==> config.mk <==
export PLATFORM = sky130hd
export DESIGN_NAME = portal_rsp_arbiter_flat
export DESIGN_NICKNAME = d
export VERILOG_FILES = /design/src/rtl/portal_rsp_arbiter_if.sv /design/src/rtl/portal_rsp_arbiter.sv /design/src/flat_wrapper.sv
export SDC_FILE = /design/constraint.sdc
export NUM_CORES = 1
export LEC_CHECK = 0
export ABC_AREA = 1
export BUFFER_PORTS_ARGS = -buffer_cell sky130_fd_sc_hd__buf_4
export CORE_ASPECT_RATIO = 1.4
export CORE_UTILIZATION = 35
export CTS_CLUSTER_DIAMETER = 50
export DETAILED_ROUTE_END_ITERATION = 6
export HOLD_SLACK_MARGIN = 0.15
export PLACE_DENSITY_LB_ADDON = 0.08
export SLEW_MARGIN = 20
export SYNTH_ARGS = -nofsm -noshare
export SYNTH_HDL_FRONTEND = slang
export SYNTH_SLANG_ARGS = --single-unit
==> constraint.sdc <==
create_clock -name CLK -period 2.01 [get_ports CLK]
set_input_delay 0 -clock CLK [delete_from_list [all_inputs] [get_ports CLK]]
set_output_delay 0 -clock CLK [all_outputs]
set_load 0.005 [all_outputs]
==> src/rtl/portal_rsp_arbiter_if.sv <==
// R-channel bundle: two per-source read-data queues in, one registered AXI R beat out.
// The master side drives request beats and consumer ready; the slave side is the arbiter.
interface portal_rsp_arbiter_if #(
    parameter int DATA_WIDTH = 32,
    parameter int ID_WIDTH   = 6
);
    logic [1:0]                 req_valid;
    logic [1:0]                 req_enq__ENA;
    logic [1:0][DATA_WIDTH-1:0] req_enq_data;
    logic [1:0][ID_WIDTH-1:0]   req_enq_id;
    logic [1:0]                 req_enq_last;
    logic [1:0]                 req_enq__RDY;

    logic                       out_enq__ENA;
    logic [DATA_WIDTH-1:0]      out_enq_data;
    logic [ID_WIDTH-1:0]        out_enq_id;
    logic                       out_enq_last;
    logic [1:0]                 out_enq_resp;
    logic                       out_enq__RDY;

    modport master (
        output req_valid,
        output req_enq__ENA,
        output req_enq_data,
        output req_enq_id,
        output req_enq_last,
        input  req_enq__RDY,
        input  out_enq__ENA,
        input  out_enq_data,
        input  out_enq_id,
        input  out_enq_last,
        input  out_enq_resp,
        output out_enq__RDY
    );

    modport slave (
        input  req_valid,
        input  req_enq__ENA,
        input  req_enq_data,
        input  req_enq_id,
        input  req_enq_last,
        output req_enq__RDY,
        output out_enq__ENA,
        output out_enq_data,
        output out_enq_id,
        output out_enq_last,
        output out_enq_resp,
        input  out_enq__RDY
    );
endinterface

==> src/rtl/portal_rsp_arbiter.sv <==
// Burst-locked round-robin arbiter of two R-data sources onto one registered R beat (1-cycle latency).
// Source ready is combinational from consumer ready, so a full stage drains and reloads in one cycle.
module portal_rsp_arbiter #(
    parameter int DATA_WIDTH = 32,
    parameter int ID_WIDTH   = 6,
    parameter int MAX_BEATS  = 16
) (
    input  logic                   CLK,
    input  logic                   RST,
    portal_rsp_arbiter_if.slave    bus,
    input  logic                   err_clr,
    output logic                   err,
    output logic                   err_src,
    output logic [15:0]            burst_cnt0,
    output logic [15:0]            burst_cnt1
);
    localparam int CW = $clog2(MAX_BEATS) + 1;

    typedef enum logic [1:0] {
        IDLE  = 2'd0,
        LOCK0 = 2'd1,
        LOCK1 = 2'd2
    } state_t;

    state_t                 state;
    state_t                 state_nxt;
    logic                   last_grant;
    logic                   last_grant_nxt;
    logic [CW-1:0]          beat_cnt;
    logic [CW-1:0]          beat_num;

    logic                   full;
    logic [DATA_WIDTH-1:0]  out_data;
    logic [ID_WIDTH-1:0]    out_id;
    logic                   out_last;
    logic [1:0]             out_resp;

    logic                   drain;
    logic                   can_load;
    logic                   winner;
    logic [1:0]             rdy;
    logic [1:0]             acc;
    logic                   any_acc;
    logic                   sel;
    logic                   in_last;
    logic                   overrun;
    logic                   burst_end;

    // Grant and acceptance decode; next-state follows from the accepted beat only.
    always_comb begin
        drain    = full & bus.out_enq__RDY;
        can_load = ~full | drain;

        if (bus.req_valid == 2'b11) begin
            winner = ~last_grant;
        end else begin
            winner = bus.req_valid[1];
        end

        rdy[0] = can_load & (((state == IDLE) & ~winner & bus.req_valid[0]) | (state == LOCK0));
        rdy[1] = can_load & (((state == IDLE) &  winner & bus.req_valid[1]) | (state == LOCK1));

        acc      = bus.req_enq__ENA & rdy;
        any_acc  = |acc;
        sel      = acc[1];
        in_last  = sel ? bus.req_enq_last[1] : bus.req_enq_last[0];
        beat_num = beat_cnt + CW'(1);

        // The MAX_BEATS-th beat without last is closed off as the end of the burst.
        overrun   = any_acc & ~in_last & (beat_num == CW'(MAX_BEATS));
        burst_end = any_acc & (in_last | overrun);

        state_nxt      = state;
        last_grant_nxt = last_grant;
        if (burst_end) begin
            state_nxt      = IDLE;
            last_grant_nxt = sel;
        end else if (any_acc) begin
            state_nxt = sel ? LOCK1 : LOCK0;
        end
    end

    always_ff @(posedge CLK or posedge RST) begin
        if (RST) begin
            state      <= IDLE;
            last_grant <= 1'b1;
            beat_cnt   <= '0;
        end else begin
            state      <= state_nxt;
            last_grant <= last_grant_nxt;
            if (burst_end) begin
                beat_cnt <= '0;
            end else if (any_acc) begin
                beat_cnt <= beat_num;
            end
        end
    end

    always_ff @(posedge CLK or posedge RST) begin
        if (RST) begin
            full     <= 1'b0;
            out_data <= '0;
            out_id   <= '0;
            out_last <= 1'b0;
            out_resp <= 2'd0;
        end else if (any_acc) begin
            full     <= 1'b1;
            out_data <= sel ? bus.req_enq_data[1] : bus.req_enq_data[0];
            out_id   <= sel ? bus.req_enq_id[1]   : bus.req_enq_id[0];
            out_last <= in_last | overrun;
            out_resp <= overrun ? 2'd2 : 2'd0;
        end else if (drain) begin
            full <= 1'b0;
        end
    end

    always_ff @(posedge CLK or posedge RST) begin
        if (RST) begin
            burst_cnt0 <= 16'd0;
            burst_cnt1 <= 16'd0;
            err        <= 1'b0;
            err_src    <= 1'b0;
        end else begin
            if (burst_end & ~sel) begin
                burst_cnt0 <= burst_cnt0 + 16'd1;
            end
            if (burst_end & sel) begin
                burst_cnt1 <= burst_cnt1 + 16'd1;
            end
            // A fresh overrun outranks a simultaneous clear.
            if (overrun) begin
                err     <= 1'b1;
                err_src <= sel;
            end else if (err_clr) begin
                err <= 1'b0;
            end
        end
    end

    assign bus.req_enq__RDY = rdy;
    assign bus.out_enq__ENA = full;
    assign bus.out_enq_data = out_data;
    assign bus.out_enq_id   = out_id;
    assign bus.out_enq_last = out_last;
    assign bus.out_enq_resp = out_resp;

endmodule

==> src/flat_wrapper.sv <==
// flat-port wrapper written by rule: the top's interface ports become plain ports
module portal_rsp_arbiter_flat 
#(
    parameter int DATA_WIDTH = 32,
    parameter int ID_WIDTH   = 6,
    parameter int MAX_BEATS  = 16
)
  (CLK, RST, err_clr, err, err_src, burst_cnt0, burst_cnt1, bus_req_valid, bus_req_enq__ENA, bus_req_enq_data, bus_req_enq_id, bus_req_enq_last, bus_req_enq__RDY, bus_out_enq__ENA, bus_out_enq_data, bus_out_enq_id, bus_out_enq_last, bus_out_enq_resp, bus_out_enq__RDY);
  portal_rsp_arbiter_if #(.DATA_WIDTH(DATA_WIDTH), .ID_WIDTH(ID_WIDTH)) bus_i ();
  input  logic CLK;
  input  logic RST;
  input  logic err_clr;
  output logic err;
  output logic err_src;
  output logic [15:0] burst_cnt0;
  output logic [15:0] burst_cnt1;
  input wire logic [$bits(bus_i.req_valid)-1:0] bus_req_valid;
  input wire logic [$bits(bus_i.req_enq__ENA)-1:0] bus_req_enq__ENA;
  input wire logic [$bits(bus_i.req_enq_data)-1:0] bus_req_enq_data;
  input wire logic [$bits(bus_i.req_enq_id)-1:0] bus_req_enq_id;
  input wire logic [$bits(bus_i.req_enq_last)-1:0] bus_req_enq_last;
  output wire logic [$bits(bus_i.req_enq__RDY)-1:0] bus_req_enq__RDY;
  output wire logic [$bits(bus_i.out_enq__ENA)-1:0] bus_out_enq__ENA;
  output wire logic [$bits(bus_i.out_enq_data)-1:0] bus_out_enq_data;
  output wire logic [$bits(bus_i.out_enq_id)-1:0] bus_out_enq_id;
  output wire logic [$bits(bus_i.out_enq_last)-1:0] bus_out_enq_last;
  output wire logic [$bits(bus_i.out_enq_resp)-1:0] bus_out_enq_resp;
  input wire logic [$bits(bus_i.out_enq__RDY)-1:0] bus_out_enq__RDY;
  assign bus_i.req_valid = bus_req_valid;
  assign bus_i.req_enq__ENA = bus_req_enq__ENA;
  assign bus_i.req_enq_data = bus_req_enq_data;
  assign bus_i.req_enq_id = bus_req_enq_id;
  assign bus_i.req_enq_last = bus_req_enq_last;
  assign bus_req_enq__RDY = bus_i.req_enq__RDY;
  assign bus_out_enq__ENA = bus_i.out_enq__ENA;
  assign bus_out_enq_data = bus_i.out_enq_data;
  assign bus_out_enq_id = bus_i.out_enq_id;
  assign bus_out_enq_last = bus_i.out_enq_last;
  assign bus_out_enq_resp = bus_i.out_enq_resp;
  assign bus_i.out_enq__RDY = bus_out_enq__RDY;
  portal_rsp_arbiter #(.DATA_WIDTH(DATA_WIDTH), .ID_WIDTH(ID_WIDTH), .MAX_BEATS(MAX_BEATS)) u_core (.CLK(CLK), .RST(RST), .bus(bus_i), .err_clr(err_clr), .err(err), .err_src(err_src), .burst_cnt0(burst_cnt0), .burst_cnt1(burst_cnt1));
endmodule
==> results.md, run 1 <==
- Outcome: finished clean
- Final setup viols: 0
- RSZ-0062 raised after global routing: no
- Post-DP HPWL: between 8000 and 9000 µm
- Max_slew headroom: 0.541
- Reg2reg setup slack: between 0.2 and 0.3 ns
- Placed insts: 860
- CP peak stage delay: 0.53 ns
- Share of cells above drive strength 1: 0.278
- Clk_skew: 0.00567 ns
- Residual DRC: 0
- Vias in the first global route: between 4000 and 5000
- Leakage: 3.46 nW
- Commonest cells post-synth: 188 x nand2_1, 82 x dfrtp_1, 49 x nand3_1
- Initial core utilization: 0.362
- Post-synth EDFFs: 0
- MaxCap Viol Count: 0
- Primary FF master, synth: dfrtp_1
- #FFs+latches synth: 83
- Root Driver: clkbuf_16
- Mean Syn Cell Area: ~8 µm²
- Via/cell ratio: about 4.8
- Worst Min Path Start: bus_req_enq_last[0]
- FP Rows: 48
- Gate Count Post-Synth: around 560
- Yosys warning count: 0
- # diodes: 0
- Final GP Congestion: approximately 0.85
- Maximum vdd drop: 0.000488 V
- Seq. cell area: around 2100 µm²
- Synth area leaders: dfrtp_1 46%, nand2_1 16%, o211ai_1 6.4%
- Most common cell on crit path: nand2_1
- CTS tree: yes
- Clock tree sinks: a little over 80
- Critical path class: flop to flop
- Cell Count, Final, Fillers Out: 957
- Multi-input gate area: approximately 2100 µm²
- Hold path depth: 6
- H-tree depth: 3
- Final Hold Fails: 0
- Final min period: 1.74 ns
- Vias: 4557
- Pwr Density: between 1000 and 1500 nW/µm²
- Starting DRT DRC Count: around 110
- # IOs: approximately 160
- Core ar.: approximately 12000 µm²
- Global Route Usage Sum: 0.207
- Worst-skew pair later-pin latency: ~0.34 ns
- Register area share after synthesis: 0.464
- Syn_nets: around 650
- Area growth from synthesis to layout: 56.3%
- Total Neg Setup Slack: 0 ns
- NumNets Final: ~890
- Fin crit share: 0.867
- Crit-path max FO: 16
- Antenna violations before repair: 0
- Hold Crit Class: input port to flop
- Worst path slowest cell: dfstp_2
- Ys async rst share: 1.00
- Die Wd: just under 100 µm
- R2R cell count: 10
- Crit path capture type: flop
- Die Y: 136 µm
- Worst-margin pin slew: about 0.7 ns
- Largest net degree at the start of global routing: 38
- Area leader, netlist: dfrtp_1
- Critical-path cell list: nand2_1, nand2_1, nand2_1, nand3_4, nand2_1, nand2_1, nand2_4, buf_4, nand3_1, nand2_1
- CTS Buf Count: 9
- GRT overflow: 0
- Slew Limit Fails: 0
- FILL cells: 1100
- Hold_ws: between 0.2 and 0.25 ns
- Clock transition at path regs: 0.06 ns
- Max Root-Sink Buffers: 2
- TritonRoute pass-1 iters: 4
- Post-synth top area share: 0.458
- Final WL: 13300 µm
- Drt wl/cell: 13.9 µm
- CP arrival: between 1.5 and 2 ns
- Port Buffers: between 150 and 200
- Mapped Area: between 4000 and 5000 µm²
- Hold endpoint: u_core.beat_cnt[2]
- Final ANT Viol Nets: 0
- Global-route wire length before repair: about 22000 µm
- Most numerous cell in the Yosys netlist: nand2_1
- Die area: 13300 µm²
- Reg2reg start: u_core.last_grant
- Reg2reg end: u_core.burst_cnt0[7]
- Fmax: 574 MHz
- Yosys cell types: 29
- CP Launch Type: flop
- Worst Path Required: between 2 and 2.5 ns
## how the worst max path moves through the flow
stage,from,to,slack [ns],cells after the start
floorplan,u_core.beat_cnt[0],u_core.burst_cnt0[11],0.38,12
global placement,u_core.last_grant,u_core.burst_cnt0[6],0.19,10
detailed placement,u_core.bus.out_enq__ENA,u_core.err_src,0.20,9
CTS,u_core.bus.out_enq__ENA,u_core.err_src,0.18,9
global route,u_core.beat_cnt[0],u_core.burst_cnt0[14],0.06,12
finish,u_core.last_grant,u_core.burst_cnt0[7],0.27,10
## cell type report
type,instances,share of cell area
Clock buffer,13,0.0386
Clock inverter,2,0.00143
Inverter,40,0.0220
Multi-Input combinational cell,410,0.303
Sequential cell,83,0.297
Tap cell,150,0.0268
Timing Repair Buffer,259,0.311
## layout by cell type, fill, tap and decap left out, types with 3 or more instances in the layout
cell type	synthesis	final
nand2_1	188	187
buf_4	6	175
dlygate4sd3_1	0	82
dfrtp_1	82	82
nand3_1	49	49
o211ai_1	38	38
inv_1	36	35
or2_1	20	20
nor2_1	19	19
or2_2	18	18
xor2_1	15	15
o21ai_0	12	12
xnor2_1	12	12
nor3_1	12	12
clkbuf_16	0	9
nand4_1	7	7
nand2_2	4	5
ha_1	4	4
clkinv_1	3	3
o21ai_1	3	3
clkbuf_8	0	3
## power breakdown
part	internal, W	switching [W]
clock network	0.000928	0.000635
logic	0.00147	0.00149
registers	0.00223	0.000413
total	0.00463	0.00254
## logic make-up after synthesis
group | Yosys count | share of synthesized area
compound gates | 54 | 0.0819
xor+xnor | 27 | 0.0528
fa+ha+maj | 4 | 0.0112
buf+inv | 65 | 0.0640
flops | 83 | 0.464
other cells | 1 | 0.000838
simple gates | 324 | 0.325
## repair_timing
action	in CTS	in global routing
setup buffers	0	0
setup endpoints to repair	0	1
hold buffers	82	0
hold endpoints to repair	69	0
gates resized for setup	0	1
## registers in the layout (all words and copies together), names as in the netlist, 2 cells and up
name,count
u_core.burst_cnt1,16
u_core.bus.out_enq_data,32
u_core.burst_cnt0,16
u_core.beat_cnt,5
u_core.bus.out_enq_id,6
u_core.state,2
## worst max-delay path: cells and delay by family, from the launching register on
family	cells	cell delay [ns]
buffers and inverters	1	0.20
and+or+nand+nor	9	0.90
DFF	1	0.53
## per-layer routing
layer | vias up | wire [µm] | global-route usage
li1 | 2288 | - | -
met1 | 2118 | 5840 | 0.253
met2 | 130 | 6530 | 0.356
met3 | 21 | 645 | 0.0416
met4 | 0 | 308 | 0.0842
met5 | - | 0 | 0
## through the flow
step	util	power (W)	setup slack [ns]	instance area (µm²)
global route	0.566	0.00770	0.0597	7000
finish	0.566	0.00717	0.267	7000
global placement	0.476	0.00544	0.195	5890
floorplan	-	0.00411	0.383	4480
CTS	0.565	0.00723	0.181	6990
detailed placement	0.476	0.00550	0.200	5890
No activity file was read; power rests on OpenSTA's default activity.
==> run 2, diff against run 1 <==
- CTS_BUF_LIST: not set -> sky130_fd_sc_hd__clkbuf_16
==> run 2 against run 1 <==
Net effect: hold slack better by 0.0017 ns; clock-buffer cell count down 4; core utilization down 0.24 points; sequential share of layout area up 0.13 points; worst setup slack worse by 0.0061 ns; register-to-register slack about the same; sequential power about the same; largest power group unchanged.
==> results.md, run 2 (same netlist as run 1, synthesis figures left out) <==
- FP Rows: between 40 and 50
- RSZ-0062 raised after global routing: no
- Crit-path max FO: 16
- Die Y: 136 µm
- CP arrival: ~2.0 ns
- Pwr Density: ~1000 nW/µm²
- Crit path capture type: flop
- Worst Path Required: ~2.2 ns
- Final GP Congestion: between 0.8 and 0.9
- Initial core utilization: 0.362
- Max Root-Sink Buffers: 2
- Vias in the first global route: 4659
- Clock transition at path regs: around 0.060 ns
- Die area: ~13000 µm²
- Commonest non-fill, non-tap cell in the layout: nand2_1
- Antenna violations before repair: 0
- Hold path depth: 5
- TritonRoute pass-1 iters: 4
- H-tree depth: 3
- GRT overflow: 0
- Worst-margin pin slew: 0.696 ns
- NumNets Final: around 890
- Post-CTS Setup Inserts: 0
- Final Hold Fails: 0
- Final min period: approximately 1.7 ns
- Max reg flops: 32
- Critical path class: flop to flop
- Commonest cells after routing, fill and taps aside: 187 x nand2_1, 175 x buf_4, 82 x dlygate4sd3_1, 82 x dfrtp_1, 49 x nand3_1
- # IOs: 164
- # diodes: 0
- Hold Crit Class: input port to flop
- Vias: between 4000 and 5000
- Post-DP HPWL: slightly below 9000 µm
- Starting DRT DRC Count: between 100 and 150
- Final setup viols: 0
- Outcome: finished clean
- Total Neg Setup Slack: 0 ns
- Place WS: roughly 0.20 ns
- Drt wl/cell: 13.9 µm
- CTS Buf Count: 9
- R2R cell count: 10
- Max_slew headroom: 0.535
- Fmax: between 500 and 600 MHz
- Clock tree sinks: 83
- Global Route Usage Sum: 0.206
- CP Launch Type: flop
- Share of cells above drive strength 1: 0.274
- Maximum vdd drop: slightly below 0.0005 V
- Final WS setup: 0.260 ns
- Final ANT Viol Nets: 0
- CTS tree: yes
- Fin crit share: 0.870
- Global-route wire length before repair: 22000 µm
- MaxCap Viol Count: 0
- Port Buffers: roughly 160
- Area growth from synthesis to layout: 55.6%
- Residual DRC: 0
- Final WL: between 10000 and 15000 µm
- Leakage: around 3.4 nW
- Core ar.: 12400 µm²
- Worst-skew pair later-pin latency: around 0.33 ns
- Via/cell ratio: roughly 4.7
- Clk_skew: 0.00682 ns
- Die Wd: ~100 µm
- Slew Limit Fails: 0
- Root Driver: clkbuf_16
- Largest net degree at the start of global routing: 38
-- run 2: changes by cell type in the layout (fill, tap and decap cells not counted) --
cell	before	now
clkbuf_8	3	0
clkbuf_1	1	0
inv_1	35	36
clkinv_1	3	6
-- run 2: report_power, final --
| part | switching, W | internal (W) | leakage, nW |
|---|---|---|---|
| logic | 0.00149 | 0.00147 | 2.25 |
| clock network | 0.000627 | 0.000808 | 0.129 |
| registers | 0.000414 | 0.00223 | 1.07 |
-- run 2: what timing repair did --
item	4_1_cts	5_1_grt
setup endpoints to repair	0	1
endpoints found under the hold margin	69	0
resized for setup	0	1
hold buffers	82	0
-- run 2: area by class of cell --
| type | count | area [µm²] |
|---|---|---|
| Inverter | 40 | 154 |
| Clock inverter | 6 | 25.0 |
| Multi-Input combinational cell | 410 | 2120 |
| Fill cell | 1109 | 5410 |
| Sequential cell | 83 | 2080 |
| Tap cell | 150 | 188 |
| Clock buffer | 9 | 225 |
| Timing Repair Buffer | 259 | 2170 |
-- run 2: layer usage --
layer,wire length (µm),up-vias,GRT usage
met3,634,22,0.0416
li1,-,2287,-
met2,6550,130,0.354
met5,0,-,0
met4,295,0,0.0842
met1,5810,2106,0.253
-- run 2: critical path, stage by stage (launching register included) --
cell and delay [ns]:
dfstp_2 0.53, nand2_1 0.05, nand2_1 0.05, nand2_1 0.10, nand3_4 0.19, nand2_1 0.08, nand2_1 0.20, nand2_4 0.10
buf_4 0.20, nand3_1 0.08, nand2_1 0.06
-- run 2: worst paths after layout --
check | startpoint | to | slack (ns)
worst max-delay path | u_core.last_grant | u_core.burst_cnt0[7] | 0.26
worst max register to register | u_core.last_grant | u_core.burst_cnt0[7] | 0.26
max in group asynchronous | RST | u_core.bus.out_enq_last | 0.99
worst min register to register | u_core.bus.out_enq_data[17] | u_core.bus.out_enq_data[17] | 0.48
min in group asynchronous | RST | u_core.burst_cnt0[15] | 0.33
worst min-delay path | bus_req_valid[0] | u_core.state[0] | 0.21
-- run 2: per-stage QoR --
stage,power (W),instances,hold slack (ns),util,instance area (µm²)
after floorplan,0.00411,558,0.0964,-,4480
after global placement,0.00544,860,0.140,0.476,5890
after detailed placement,0.00550,860,0.145,0.476,5890
after CTS,0.00711,957,0.201,0.563,6960
after global routing,0.00758,957,0.244,0.563,6970
final,0.00704,957,0.211,0.563,6970
==> run 3, diff against run 2 <==
- CTS_BUF_LIST: sky130_fd_sc_hd__clkbuf_16 -> sky130_fd_sc_hd__clkbuf_8
==> run 3 against run 2 <==
Net effect: flip-flop and latch count is the same; via count is essentially flat; clock skew grew 0.0017 ns; non-clock buffer count is the same; sequential power is essentially flat; worst setup slack gained 0.00074 ns; maximum frequency is essentially flat; clock-buffer cell count grew 3.
==> results.md, run 3 (same netlist as run 1, synthesis figures left out) <==
- Worst Path Required: roughly 2.3 ns
- Clk_skew: around 0.0085 ns
- Die area: ~13000 µm²
- TritonRoute pass-1 iters: 4
- Initial core utilization: 0.362
- # IOs: between 150 and 200
- Post-DP HPWL: 8930 µm
- CTS Buf Count: 9
- Final setup viols: 0
- Vias in the first global route: 4674
- Outcome: finished clean
- Worst-margin pin slew: slightly below 0.7 ns
- Final GP Congestion: approximately 0.85
- Slew Limit Fails: 0
- # diodes: 0
- H-tree depth: 3
- Die Wd: between 90 and 100 µm
- Residual DRC: 0
- Crit path capture type: flop
- FILL cells: ~1100
- Place WS: between 0.2 and 0.25 ns
- Root Driver: clkbuf_8
- Share of cells above drive strength 1: 0.278
- DP Area: 5890 µm²
- Final WS setup: between 0.2 and 0.3 ns
- Largest net degree at the start of global routing: 38
- Util after Layout: 0.557
- Die Y: between 100 and 150 µm
- Drt wl/cell: around 14 µm
- Max Root-Sink Buffers: 2
- Antenna violations before repair: 0
- Max_slew headroom: 0.539
- Fmax: between 500 and 600 MHz
- Clock tree sinks: 83
- Starting DRT DRC Count: about 130
- Seq. cell area: approximately 2100 µm²
- Via/cell ratio: about 4.8
- Pwr Density: 974 nW/µm²
- Global Route Usage Sum: 0.207
- Hold Crit Class: input port to flop
- Commonest non-fill, non-tap cell in the layout: nand2_1
- MaxCap Viol Count: 0
- Final min period: ~1.7 ns
- Commonest cells after routing, fill and taps aside: 187 x nand2_1, 175 x buf_4, 82 x dlygate4sd3_1, 82 x dfrtp_1, 49 x nand3_1
- Area growth from synthesis to layout: 54.0%
- Global-route wire length before repair: approximately 22000 µm
- Final Cell Area: around 7000 µm²
- Vias: 4548
- GRT overflow: 0
- Maximum vdd drop: approximately 0.00045 V
- Crit-path max FO: 20
- Leakage: roughly 3.4 nW
- Worst-skew pair later-pin latency: 0.35 ns
- Core ar.: roughly 12000 µm²
- NumNets Final: 893
- CP Launch Type: flop
- Final Hold Fails: 0
- Max reg flops: 32
- Total Neg Setup Slack: 0 ns
- Critical path class: flop to flop
- Fin crit share: 0.870
- Post-CTS Setup Inserts: 0
- Multi-input gate area: between 2000 and 2500 µm²
- Final ANT Viol Nets: 0
- Clock transition at path regs: about 0.08 ns
- Port Buffers: around 160
- CP arrival: 1.99 ns
- FP Rows: 48
- RSZ-0062 raised after global routing: no
- Hold_ws: approximately 0.19 ns
- CTS tree: yes
- Final WL: around 13000 µm
==> run 3: cell type report <==
class,count,share of cell area
clock inverters,3,0.00200
inverters,40,0.0223
flip-flops and latches,83,0.301
multi-input cells,410,0.308
repair buffers,259,0.315
clock buffers,12,0.0240
well taps,150,0.0272
==> run 3: through the flow <==
stage,total power (W),instances
2_1_floorplan,0.00411,558
3_3_place_gp,0.00544,860
3_5_place_dp,0.00550,860
4_1_cts,0.00679,957
5_1_grt,0.00726,957
6_report,0.00672,957
==> run 3: metal layers <==
metal | global-route usage | part of all wire
met3 | 0.0416 | 0.047
met1 | 0.254 | 0.43
met4 | 0.0817 | 0.024
met2 | 0.356 | 0.49
met5 | 0 | 0
==> run 3: where the power goes <==
part / switching [W] / internal (W)
logic: 0.00149 / 0.00147
registers: 0.000413 / 0.00222
clock network: 0.000586 / 0.000536
==> run 3: critical path, cell delays in order (launching register included) <==
cell and delay (ns):
dfrtp_1 0.43, ha_1 0.27, nand3_1 0.10, nand2_1 0.05, nand2_1 0.11, nand3_2 0.15, nand2_2 0.11, nand2_1 0.11
buf_12 0.17, xor2_1 0.14
==> run 3: final timing paths <==
| check | from | to | slack [ns] | depth (start not counted) |
|---|---|---|---|---|
| max | u_core.beat_cnt[0] | u_core.burst_cnt1[0] | 0.26 | 9 |
| min | bus_req_enq_last[0] | u_core.beat_cnt[2] | 0.19 | 6 |
| max reg2reg | u_core.beat_cnt[0] | u_core.burst_cnt1[0] | 0.26 | 9 |
| min reg2reg | u_core.bus.out_enq_resp[1] | u_core.bus.out_enq_resp[1] | 0.48 | 2 |
| max in group asynchronous | RST | u_core.bus.out_enq_last | 1.02 | 4 |
| min in group asynchronous | RST | u_core.burst_cnt0[8] | 0.30 | 3 |
==> run 3: what timing repair did <==
item / in CTS / in global routing
endpoints found under the hold margin: 70 / 0
resized for setup: 0 / 1
hold buffers: 82 / 0
endpoints found under the setup margin: 0 / 1
